### config.mk
export PLATFORM = sky130hd
export DESIGN_NAME = ibex_rvfi_unpacker
export DESIGN_NICKNAME = d
export VERILOG_FILES = /design/src/rtl/ibex_pkg.sv /design/src/rtl/ibex_rvfi_rec_hdr_dec.sv /design/src/rtl/ibex_rvfi_unpacker.sv
export SDC_FILE = /design/constraint.sdc
export NUM_CORES = 1
export LEC_CHECK = 0
export BUFFER_PORTS_ARGS = -buffer_cell sky130_fd_sc_hd__buf_2
export CAP_MARGIN = 20
export CORE_MARGIN = 5
export CORE_UTILIZATION = 49
export CTS_CLUSTER_SIZE = 28
export DETAILED_ROUTE_END_ITERATION = 8
export GPL_TIMING_DRIVEN = 1
export PLACE_DENSITY = 0.75
export SLEW_MARGIN = 20
export SYNTH_ARGS = -nofsm -noshare
export SYNTH_HDL_FRONTEND = slang
export SYNTH_HIERARCHICAL = 1
export SYNTH_SLANG_ARGS = --single-unit
### constraint.sdc
create_clock -name clk_i -period 4.55 [get_ports clk_i]
set_input_delay 0.2275 -clock clk_i [delete_from_list [all_inputs] [get_ports clk_i]]
set_output_delay 0.2275 -clock clk_i [all_outputs]
set_load 0.005 [all_outputs]
### src/rtl/ibex_pkg.sv
// Shared trace-record definitions: header layout, record sizes, unpacker FSM states.
// Latency: n/a (types and constants only).
// Backpressure: n/a.
package ibex_pkg;

    // Body words always present, plus the optional memory-access words.
    localparam int unsigned RVFI_REC_BASE_WORDS = 7;
    localparam int unsigned RVFI_REC_MEM_WORDS  = 3;

    // Header word layout, MSB first.
    typedef struct packed {
        logic [2:0] rsvd;
        logic [3:0] wmask;
        logic [3:0] rmask;
        logic       has_mem;
        logic [4:0] rs2_addr;
        logic [4:0] rs1_addr;
        logic [4:0] rd_addr;
        logic [1:0] mode;
        logic       intr;
        logic       halt;
        logic       trap;
    } rvfi_rec_hdr_t;

    typedef enum logic {
        UNP_HDR  = 1'b0,
        UNP_BODY = 1'b1
    } unp_state_e;

    // Total record length in words, header included.
    function automatic logic [3:0] rvfi_rec_len(input logic has_mem);
        return has_mem ? 4'(RVFI_REC_BASE_WORDS + RVFI_REC_MEM_WORDS)
                       : 4'(RVFI_REC_BASE_WORDS);
    endfunction

endpackage

### src/rtl/ibex_rvfi_rec_hdr_dec.sv
// Header word decoder: field unpack, record length, malformed flag (IBEX_RVFI_UNPACK_MEM_EN).
// Latency: purely combinational.
// Backpressure: none; evaluated on whatever word is presented.
module ibex_rvfi_rec_hdr_dec
    import ibex_pkg::*;
#(
    parameter bit StrictHeader = 1'b1
) (
    input  logic [31:0]   word_i,
    output rvfi_rec_hdr_t hdr_o,
    output logic [3:0]    rec_len_o,
    output logic          malformed_o
);

    logic rsvd_bad;
    logic mem_bad;

    // Unpack the header and flag records that must be consumed but not emitted.
    always_comb begin
        hdr_o     = rvfi_rec_hdr_t'(word_i);
        rec_len_o = rvfi_rec_len(hdr_o.has_mem);
        rsvd_bad  = StrictHeader && (hdr_o.rsvd != 3'b000);
`ifdef IBEX_RVFI_UNPACK_MEM_EN
        mem_bad   = 1'b0;
`else
        // Memory fields cannot be represented in this build.
        mem_bad   = hdr_o.has_mem;
`endif
        malformed_o = rsvd_bad | mem_bad;
    end

endmodule

### src/rtl/ibex_rvfi_unpacker.sv
// Rebuilds RVFI retirements from a 32-bit word stream of packed records (IBEX_RVFI_UNPACK_MEM_EN adds mem fields).
// Latency: rvfi_valid pulses 1 cycle after the last word of a record is accepted.
// Backpressure: accepts one word per cycle; in_ready_o drops only during reset or flush.
module ibex_rvfi_unpacker
    import ibex_pkg::*;
#(
    parameter logic [63:0] OrderInit    = 64'd0,
    parameter bit          StrictHeader = 1'b1
) (
    input  logic        clk_i,
    input  logic        rst_i,
    input  logic        in_valid_i,
    output logic        in_ready_o,
    input  logic [31:0] in_data_i,
    input  logic        flush_i,
    output logic        rvfi_valid,
    output logic [63:0] rvfi_order,
    output logic [31:0] rvfi_insn,
    output logic [31:0] rvfi_pc_rdata,
    output logic [31:0] rvfi_pc_wdata,
    output logic        rvfi_trap,
    output logic        rvfi_halt,
    output logic        rvfi_intr,
    output logic [1:0]  rvfi_mode,
    output logic [1:0]  rvfi_ixl,
    output logic [4:0]  rvfi_rs1_addr,
    output logic [4:0]  rvfi_rs2_addr,
    output logic [4:0]  rvfi_rd_addr,
    output logic [31:0] rvfi_rs1_rdata,
    output logic [31:0] rvfi_rs2_rdata,
    output logic [31:0] rvfi_rd_wdata,
    output logic [31:0] rvfi_mem_addr,
    output logic [31:0] rvfi_mem_rdata,
    output logic [31:0] rvfi_mem_wdata,
    output logic [3:0]  rvfi_mem_rmask,
    output logic [3:0]  rvfi_mem_wmask,
    output logic        err_o
);

    unp_state_e    state_q, state_d;
    logic [3:0]    widx_q;
    logic [3:0]    last_idx_q;
    rvfi_rec_hdr_t hdr_q;
    logic          drop_q;
    logic [63:0]   order_q;

    logic [31:0]   insn_q, pc_rdata_q, pc_wdata_q, rs1_rdata_q, rs2_rdata_q;
    logic [31:0]   rd_wdata_src;

    rvfi_rec_hdr_t dec_hdr;
    logic [3:0]    dec_len;
    logic          dec_bad;

    logic          word_acc, hdr_acc, body_acc, last_acc, emit;

    ibex_rvfi_rec_hdr_dec #(
        .StrictHeader(StrictHeader)
    ) u_hdr_dec (
        .word_i     (in_data_i),
        .hdr_o      (dec_hdr),
        .rec_len_o  (dec_len),
        .malformed_o(dec_bad)
    );

    assign rvfi_ixl = 2'b01;

    // State register.
    always_ff @(posedge clk_i) begin
        if (rst_i) begin
            state_q <= UNP_HDR;
        end else begin
            state_q <= state_d;
        end
    end

    // Next state: flush always returns to header hunting.
    always_comb begin
        state_d = state_q;
        if (flush_i) begin
            state_d = UNP_HDR;
        end else if (hdr_acc) begin
            state_d = UNP_BODY;
        end else if (last_acc) begin
            state_d = UNP_HDR;
        end
    end

    // Handshake and transfer strobes; a flushed word is never accepted.
    always_comb begin
        in_ready_o = ~rst_i & ~flush_i;
        word_acc   = in_valid_i & in_ready_o;
        hdr_acc    = (state_q == UNP_HDR) & word_acc;
        body_acc   = (state_q == UNP_BODY) & word_acc;
        last_acc   = body_acc & (widx_q == last_idx_q);
        emit       = last_acc & ~drop_q;
    end

    // Record bookkeeping: latched header, word index, drop decision, sticky error.
    always_ff @(posedge clk_i) begin
        if (rst_i) begin
            widx_q     <= 4'd0;
            last_idx_q <= 4'(RVFI_REC_BASE_WORDS - 2);
            hdr_q      <= '0;
            drop_q     <= 1'b0;
            err_o      <= 1'b0;
        end else if (flush_i) begin
            widx_q <= 4'd0;
        end else if (hdr_acc) begin
            hdr_q      <= dec_hdr;
            drop_q     <= dec_bad;
            // Body words are indexed from 0, so the last one sits two below the length.
            last_idx_q <= dec_len - 4'd2;
            widx_q     <= 4'd0;
            if (dec_bad) begin
                err_o <= 1'b1;
            end
        end else if (body_acc) begin
            widx_q <= widx_q + 4'd1;
        end
    end

    // Body word shadows for fields that arrive before the last word.
    always_ff @(posedge clk_i) begin
        if (body_acc) begin
            case (widx_q)
                4'd0: insn_q      <= in_data_i;
                4'd1: pc_rdata_q  <= in_data_i;
                4'd2: pc_wdata_q  <= in_data_i;
                4'd3: rs1_rdata_q <= in_data_i;
                4'd4: rs2_rdata_q <= in_data_i;
                default: ;
            endcase
        end
    end

`ifdef IBEX_RVFI_UNPACK_MEM_EN
    logic [31:0] rd_wdata_q, mem_addr_q, mem_rdata_q;
    logic [2:0]  unused_hdr_bits;

    assign unused_hdr_bits = hdr_q.rsvd;

    // Extra shadows for mem-bearing records, where rd_wdata is no longer the last word.
    always_ff @(posedge clk_i) begin
        if (body_acc) begin
            case (widx_q)
                4'd5: rd_wdata_q  <= in_data_i;
                4'd6: mem_addr_q  <= in_data_i;
                4'd7: mem_rdata_q <= in_data_i;
                default: ;
            endcase
        end
    end

    assign rd_wdata_src = hdr_q.has_mem ? rd_wdata_q : in_data_i;

    // Memory outputs: loaded on emit, zeroed for records without memory fields.
    always_ff @(posedge clk_i) begin
        if (rst_i) begin
            rvfi_mem_addr  <= 32'd0;
            rvfi_mem_rdata <= 32'd0;
            rvfi_mem_wdata <= 32'd0;
            rvfi_mem_rmask <= 4'd0;
            rvfi_mem_wmask <= 4'd0;
        end else if (emit) begin
            if (hdr_q.has_mem) begin
                rvfi_mem_addr  <= mem_addr_q;
                rvfi_mem_rdata <= mem_rdata_q;
                rvfi_mem_wdata <= in_data_i;
                rvfi_mem_rmask <= hdr_q.rmask;
                rvfi_mem_wmask <= hdr_q.wmask;
            end else begin
                rvfi_mem_addr  <= 32'd0;
                rvfi_mem_rdata <= 32'd0;
                rvfi_mem_wdata <= 32'd0;
                rvfi_mem_rmask <= 4'd0;
                rvfi_mem_wmask <= 4'd0;
            end
        end
    end
`else
    logic unused_hdr_bits;

    // has_mem records are always dropped here, so rd_wdata is always the last word.
    assign unused_hdr_bits = ^{hdr_q.rsvd, hdr_q.wmask, hdr_q.rmask, hdr_q.has_mem};
    assign rd_wdata_src    = in_data_i;

    assign rvfi_mem_addr  = 32'd0;
    assign rvfi_mem_rdata = 32'd0;
    assign rvfi_mem_wdata = 32'd0;
    assign rvfi_mem_rmask = 4'd0;
    assign rvfi_mem_wmask = 4'd0;
`endif

    // Retirement outputs and order counter: updated only on emit, held otherwise.
    always_ff @(posedge clk_i) begin
        if (rst_i) begin
            rvfi_valid     <= 1'b0;
            order_q        <= OrderInit;
            rvfi_order     <= 64'd0;
            rvfi_insn      <= 32'd0;
            rvfi_pc_rdata  <= 32'd0;
            rvfi_pc_wdata  <= 32'd0;
            rvfi_trap      <= 1'b0;
            rvfi_halt      <= 1'b0;
            rvfi_intr      <= 1'b0;
            rvfi_mode      <= 2'd0;
            rvfi_rs1_addr  <= 5'd0;
            rvfi_rs2_addr  <= 5'd0;
            rvfi_rd_addr   <= 5'd0;
            rvfi_rs1_rdata <= 32'd0;
            rvfi_rs2_rdata <= 32'd0;
            rvfi_rd_wdata  <= 32'd0;
        end else begin
            rvfi_valid <= emit;
            if (emit) begin
                order_q        <= order_q + 64'd1;
                rvfi_order     <= order_q;
                rvfi_insn      <= insn_q;
                rvfi_pc_rdata  <= pc_rdata_q;
                rvfi_pc_wdata  <= pc_wdata_q;
                rvfi_trap      <= hdr_q.trap;
                rvfi_halt      <= hdr_q.halt;
                rvfi_intr      <= hdr_q.intr;
                rvfi_mode      <= hdr_q.mode;
                rvfi_rs1_addr  <= hdr_q.rs1_addr;
                rvfi_rs2_addr  <= hdr_q.rs2_addr;
                rvfi_rd_addr   <= hdr_q.rd_addr;
                rvfi_rs1_rdata <= rs1_rdata_q;
                rvfi_rs2_rdata <= rs2_rdata_q;
                // x0 writes are architecturally invisible.
                rvfi_rd_wdata  <= (hdr_q.rd_addr == 5'd0) ? 32'd0 : rd_wdata_src;
            end
        end
    end

endmodule

==> Yosys cells after proc, flatten, opt, wreduce, memory -nomap -nowiden <==
Index checks and enable logic that the tools add are counted.
{ "totals": {"latchBits": 0, "mem_count": 0, "out_inout_bits": 385, "word_cells": 69, "mem_bits_ro": 0, "in_bits": 36, "ramBits": 0, "reg_bits": 532} }
{ "classes": {"muxes": 4, "bitwise_logic": 11, "n_shift": 0, "div_mod_pow": 0, "n_eq_ne": 5, "n_lt_le_gt_ge": 0, "add_sub_neg": 3, "n_reduce_logical": 13, "mul": 0} }
{ "op_table": {"columns": ["operator", "count"], "rows": [
  ["adder 64 x 1 -> 64 bit (second input constant)", 1],
  ["two-way mux 32 bit", 1],
  ["AND reduction 2 bit", 6],
  ["== test 4 x 2 -> 1 bit (second input constant)", 2],
  ["AND 1 bit", 6],
  ["zero test 5 bit", 1],
  ["adder 4 x 1 -> 4 bit (second input constant)", 1],
  ["== test 4 x 1 -> 1 bit (second input constant)", 1],
  ["== test 4 x 3 -> 1 bit (second input constant)", 1],
  ["== test 4 bit", 1],
  ["zero test 4 bit", 1],
  ["two-way mux 4 bit", 1],
  ["inverter 1 bit", 4],
  ["subtractor 4 x 2 -> 4 bit (second input constant)", 1],
  ["AND reduction 3 bit", 1],
  ["nonzero test 3 bit", 1],
  ["OR reduction 3 bit", 1],
  ["two-way mux 1 bit", 2],
  ["nonzero test 2 bit", 1],
  ["OR reduction 2 bit", 1],
  ["bitwise OR 1 bit", 1]
]} }

==> Longest topological paths before layout <==
{ "depth": {"depth_word": 7, "mapped_depth": 10, "mapped_depth_nobuf": 6} }

==> By module <==
Netlist, hierarchy kept.
{ "by_module_without_submodules": {"columns": ["mod", "seq_area_each_um2", "cells_each", "area_per_inst_um2", "instances"], "rows": [
  ["ibex_rvfi_unpacker", 12251.8, 2049, 19712.7, 1],
  ["ibex_rvfi_rec_hdr_dec", 0.0, 38, 277.8, 1]
]} }

==> Worst setup path before layout <==
OpenSTA, ideal clock, no wires.
{ "synth_path": {"path_kind": "input port to flip-flop", "start": "in in_valid_i", "end": "reg rs2_rdata_q[0], enable pin", "setup_ns": 0.502, "t_required_ns": 4.048, "arrival_ns": 3.956, "stages": 4, "setup_slack_ns": 0.092, "path_buffers": 2, "path_cell_list": "buf_4 -> or3b_1 -> buf_2 -> nor4_1"} }
{ "synth_between": {"elab_chain_cells": 3} }
{ "synth_rtl": {"columns": ["element", "line_no", "rtl"], "rows": [
  ["from (decl)", "ibex_rvfi_unpacker.sv:12", "input logic in_valid_i,"],
  ["AND 1 bit", "ibex_rvfi_unpacker.sv:91", "word_acc = in_valid_i & in_ready_o;"],
  ["AND 1 bit", "ibex_rvfi_unpacker.sv:93", "body_acc = (state_q == UNP_BODY) & word_acc;"],
  ["AND reduction 2 bit (no source line)", null, null],
  ["to (signal assigned)", "ibex_rvfi_unpacker.sv:130", "4'd4: rs2_rdata_q <= in_data_i;"],
  ["to (decl)", "ibex_rvfi_unpacker.sv:47", "logic [31:0] insn_q, pc_rdata_q, pc_wdata_q, rs1_rdata_q, rs2_rdata_q;"]
]} }
No other way between the ends.
A chain may end at the register's enable or synchronous reset.

==> Worst setup path in the final report <==
{ "layout_path": {"start": "reg widx_q[2]", "end": "reg rvfi_rs2_rdata[23]"} }
{ "layout_between": {"elab_chain_cells": 3} }
{ "layout_rtl": {"columns": ["element", "line_no", "rtl"], "rows": [
  ["from (decl)", "ibex_rvfi_unpacker.sv:41", "logic [3:0] widx_q;"],
  ["from (signal assigned)", "ibex_rvfi_unpacker.sv:118", "widx_q <= widx_q + 4'd1;"],
  ["== test 4 bit", "ibex_rvfi_unpacker.sv:94", "last_acc = body_acc & (widx_q == last_idx_q);"],
  ["AND 1 bit", "ibex_rvfi_unpacker.sv:94", null],
  ["AND 1 bit", "ibex_rvfi_unpacker.sv:95", "emit = last_acc & ~drop_q;"],
  ["to (signal assigned)", "ibex_rvfi_unpacker.sv:229", "rvfi_rs2_rdata <= rs2_rdata_q;"],
  ["to (decl)", "ibex_rvfi_unpacker.sv:30", "output logic [31:0] rvfi_rs2_rdata,"]
]} }
No other way between the ends.

==> flow_results.org <==
** Run status
- The run finished with clean final reports.

** Route
- 1st-pass router iterations :: 7
- In the routed layout, each cell is associated on average with a via count of 5.27.
- For this run, design rule violations remaining after detail routing come to 0.
- After the first detailed-routing iteration, the DRC count stood at 1,604.
- DR top layer :: met4
- For this block, the via count after detailed routing is 15,268.
- Met2 wire length :: between 20,000 and 25,000 um
- Met1 Wirelength :: about 21,000 um
- Antenna viol nets, final :: 0
- Met3 wire len :: ~4200 um
- Dividing the detail-routed wire length by the instance count gives 17.5 um.
- Wire length after detailed routing :: approximately 50,000 um

** Synth
- Averaged over all synthesized cells, the footprint is 9.59 um^2.
- Count of synthesis-stage warnings from yosys :: 6
- Netlist Area Pre-Place :: roughly 20,000 um^2
- After technology mapping, the gate count stands at 2,075.

** STA
- The count of pins over their slew limit is 0.
- Setup repair after global routing left no endpoint under its margin.
- Achievable clock frequency :: around 310 MHz
- The final count of hold timing violations is 0.
- The clock period could shrink to approximately 3200 ps.
- Final period utilization :: 0.702
- Worst Skew :: between 10 and 15 ps
- Final hold analysis gives a worst-case slack of ~34 ps.
- Setup violations remaining at the end of the flow were counted as 0.
- The worst path meets setup with approximately 1400 ps of slack.
- Setup tns final :: 0 ps
- Worst slew pin tran :: about 1100 ps
- Headroom to the max-slew limit came out at 0.271.

** GRT
- Number of global-route vias before repair :: approximately 14,000
- Antenna violations before repair :: 0
- Leftover overflow at the end of global routing :: 0
- In the global route stage, overall resource usage came out at 0.213.
- Global-route wire length before repair :: just under 80,000 um
- Entering global routing, the biggest net connects approximately 170 pins.

** CTS
- Maximum clock path buffer count :: 3
- Clk sinks :: between 500 and 600
- Number of buffers created by CTS :: around 50
- Clock Latency Late Sink :: between 500 and 600 ps
- H-tree lvl count :: 2
- CTS tree :: yes
- After clock tree synthesis, the clock-pin slew on the worst setup and hold paths is about 60 ps.
- CTS root buf :: clkbuf_16

** Final layout
- Number of non-filler instances in the completed layout :: slightly below 3,000
- Number of nets in the layout :: between 2,000 and 2,500
- The repair_antennas step left the layout with diodes totalling 0.
- Of the cells placed in the final design, the portion with a size suffix greater than 1 is 0.179.
- Measured on the finished design, the core utilization comes to 0.581.
- After routing the design area is 23,200 um^2.
- Area growth from synthesis to final layout :: 16.6%

** Floorplanning
- The die covers roughly 45,000 um^2.
- The die is around 210 um wide.
- For this configuration, the core starts out at a cell density of 0.499.
- 421 I/O pins were placed.
- Overall die height :: about 210 um
- Cell row count :: 73
- Core region area :: about 40,000 um^2

** Hold path
- Along the worst hold path, the cell count comes to 3.
- The min-delay analysis places its worst path in the category in -> reg.
- Hold Path End :: hdr_q[1]
- The startpoint identified for the worst hold timing path is in_data_i[1].

** Placement
- Cell area reported after detailed placement :: 21,200 um^2
- Once placement completed, the tool counted placed cells totaling around 2,800.
- Port buffer count :: 314
- Setup slack at placement :: around 1200 ps
- Final HPWL from detailed placement :: between 30,000 and 40,000 um
- GPL Wtd Cong :: 0.798

** Critical path
- In this design, the stage delay of the slowest critical-path cell is 690 ps.
- CP Data Required Time :: about 5000 ps
- Crit Reg-Reg Startpoint :: widx_q[2]
- STA classifies the critical path endpoint as a flop.
- The worst register-to-register path has a depth of 7.
- Tracing the worst setup path back leads to its startpoint at widx_q[2].
- Traced cell by cell, the critical path runs through xnor2_1 -> and4_1 -> nand2_4 -> inv_8 -> buf_4 -> nand2_1 -> a21oi_1.
- Arrival @ worst endpoint :: roughly 3700 ps
- The slowest stage of the critical path belongs to the cell and4_1.
- Element type at the critical path start :: flop
- Crit Path Class :: reg -> reg
- Crit path max fanout :: ~110
- Across all register-to-register paths, the minimum setup slack is around 1400 ps.
- Endpoint of the worst register-to-register path :: rvfi_rs2_rdata[23]

** Power
- Leakage power :: just under 9 nW
- Worst supply voltage drop on vdd :: roughly 250 uV
- Dividing total power by cell area gives a power density of roughly 400 nW/um^2.
- Power comes to 9.24 mW.

** Job
- Max-cap violation count :: 0
==> placed cells by master (no fill, tap or decap), types with 32 or more instances in the layout <==
cell	count
clkbuf_16	52
conb_1	107
nand3_1	58
dlygate4sd3_1	32
a21oi_1	311
dfxtp_1	372
nand3b_1	34
buf_2	313
nand2_1	598
edfxtp_1	160
nor2_1	40
==> worst max-delay path, delay by kind of cell (launching register included) <==
kind                      cells  cell delay, ps
AOI/OAI and AO/OA             1             160
xor gates and xnor gates      1             170
and+or+nand+nor               3            1160
buffers and inverters         2             960
DFF                           1             450
==> power breakdown <==
group	internal (mW)	switching (mW)
clock network	2.39	1.74
registers	4.89	0.00730
logic	0.0514	0.159
total	7.33	1.91
==> final cells by class <==
class	count	area (um^2)
fill	3319	16700
sequential	532	12300
multi-input combinational	1368	6530
timing repair buffer	360	2040
clock buffer	79	1500
tap	525	657
clock inverter	17	146
inverter	18	75.1
==> what timing repair did <==
item                                   in CTS  in global routing
resized for setup                           0                  0
endpoints found under the hold margin     203                  0
hold buffers                               32                  0
buffers inserted                            0                  0
==> sequential cells by signal, indices dropped and copies added, names as in the netlist, 20 cells and up <==
signal          count
order_q            64
rvfi_order         64
insn_q             32
pc_rdata_q         32
pc_wdata_q         32
rs1_rdata_q        32
rs2_rdata_q        32
rvfi_insn          32
rvfi_pc_rdata      32
rvfi_pc_wdata      32
rvfi_rd_wdata      32
rvfi_rs1_rdata     32
rvfi_rs2_rdata     32
hdr_q              20
==> metal layers <==
| layer | vias to the layer above | track usage |
|---|---|---|
| met5 | - | 0 |
| met4 | 0 | 0.0642 |
| met3 | 84 | 0.0399 |
| met2 | 611 | 0.352 |
| met1 | 7243 | 0.287 |
| li1 | 7330 | - |
==> worst max path at each step <==
stage                         endpoint  slack (ps)  depth (start not counted)
global route               order_q[37]        1120                          5
global placement     rvfi_pc_wdata[23]        1370                          8
finish              rvfi_rs2_rdata[23]        1360                          7
floorplan               rs2_rdata_q[0]          90                          4
detailed placement        rvfi_insn[0]        1240                          8
CTS                 rvfi_rs2_rdata[23]        1390                          7
Note: power is estimated with default switching activity, not from simulation.
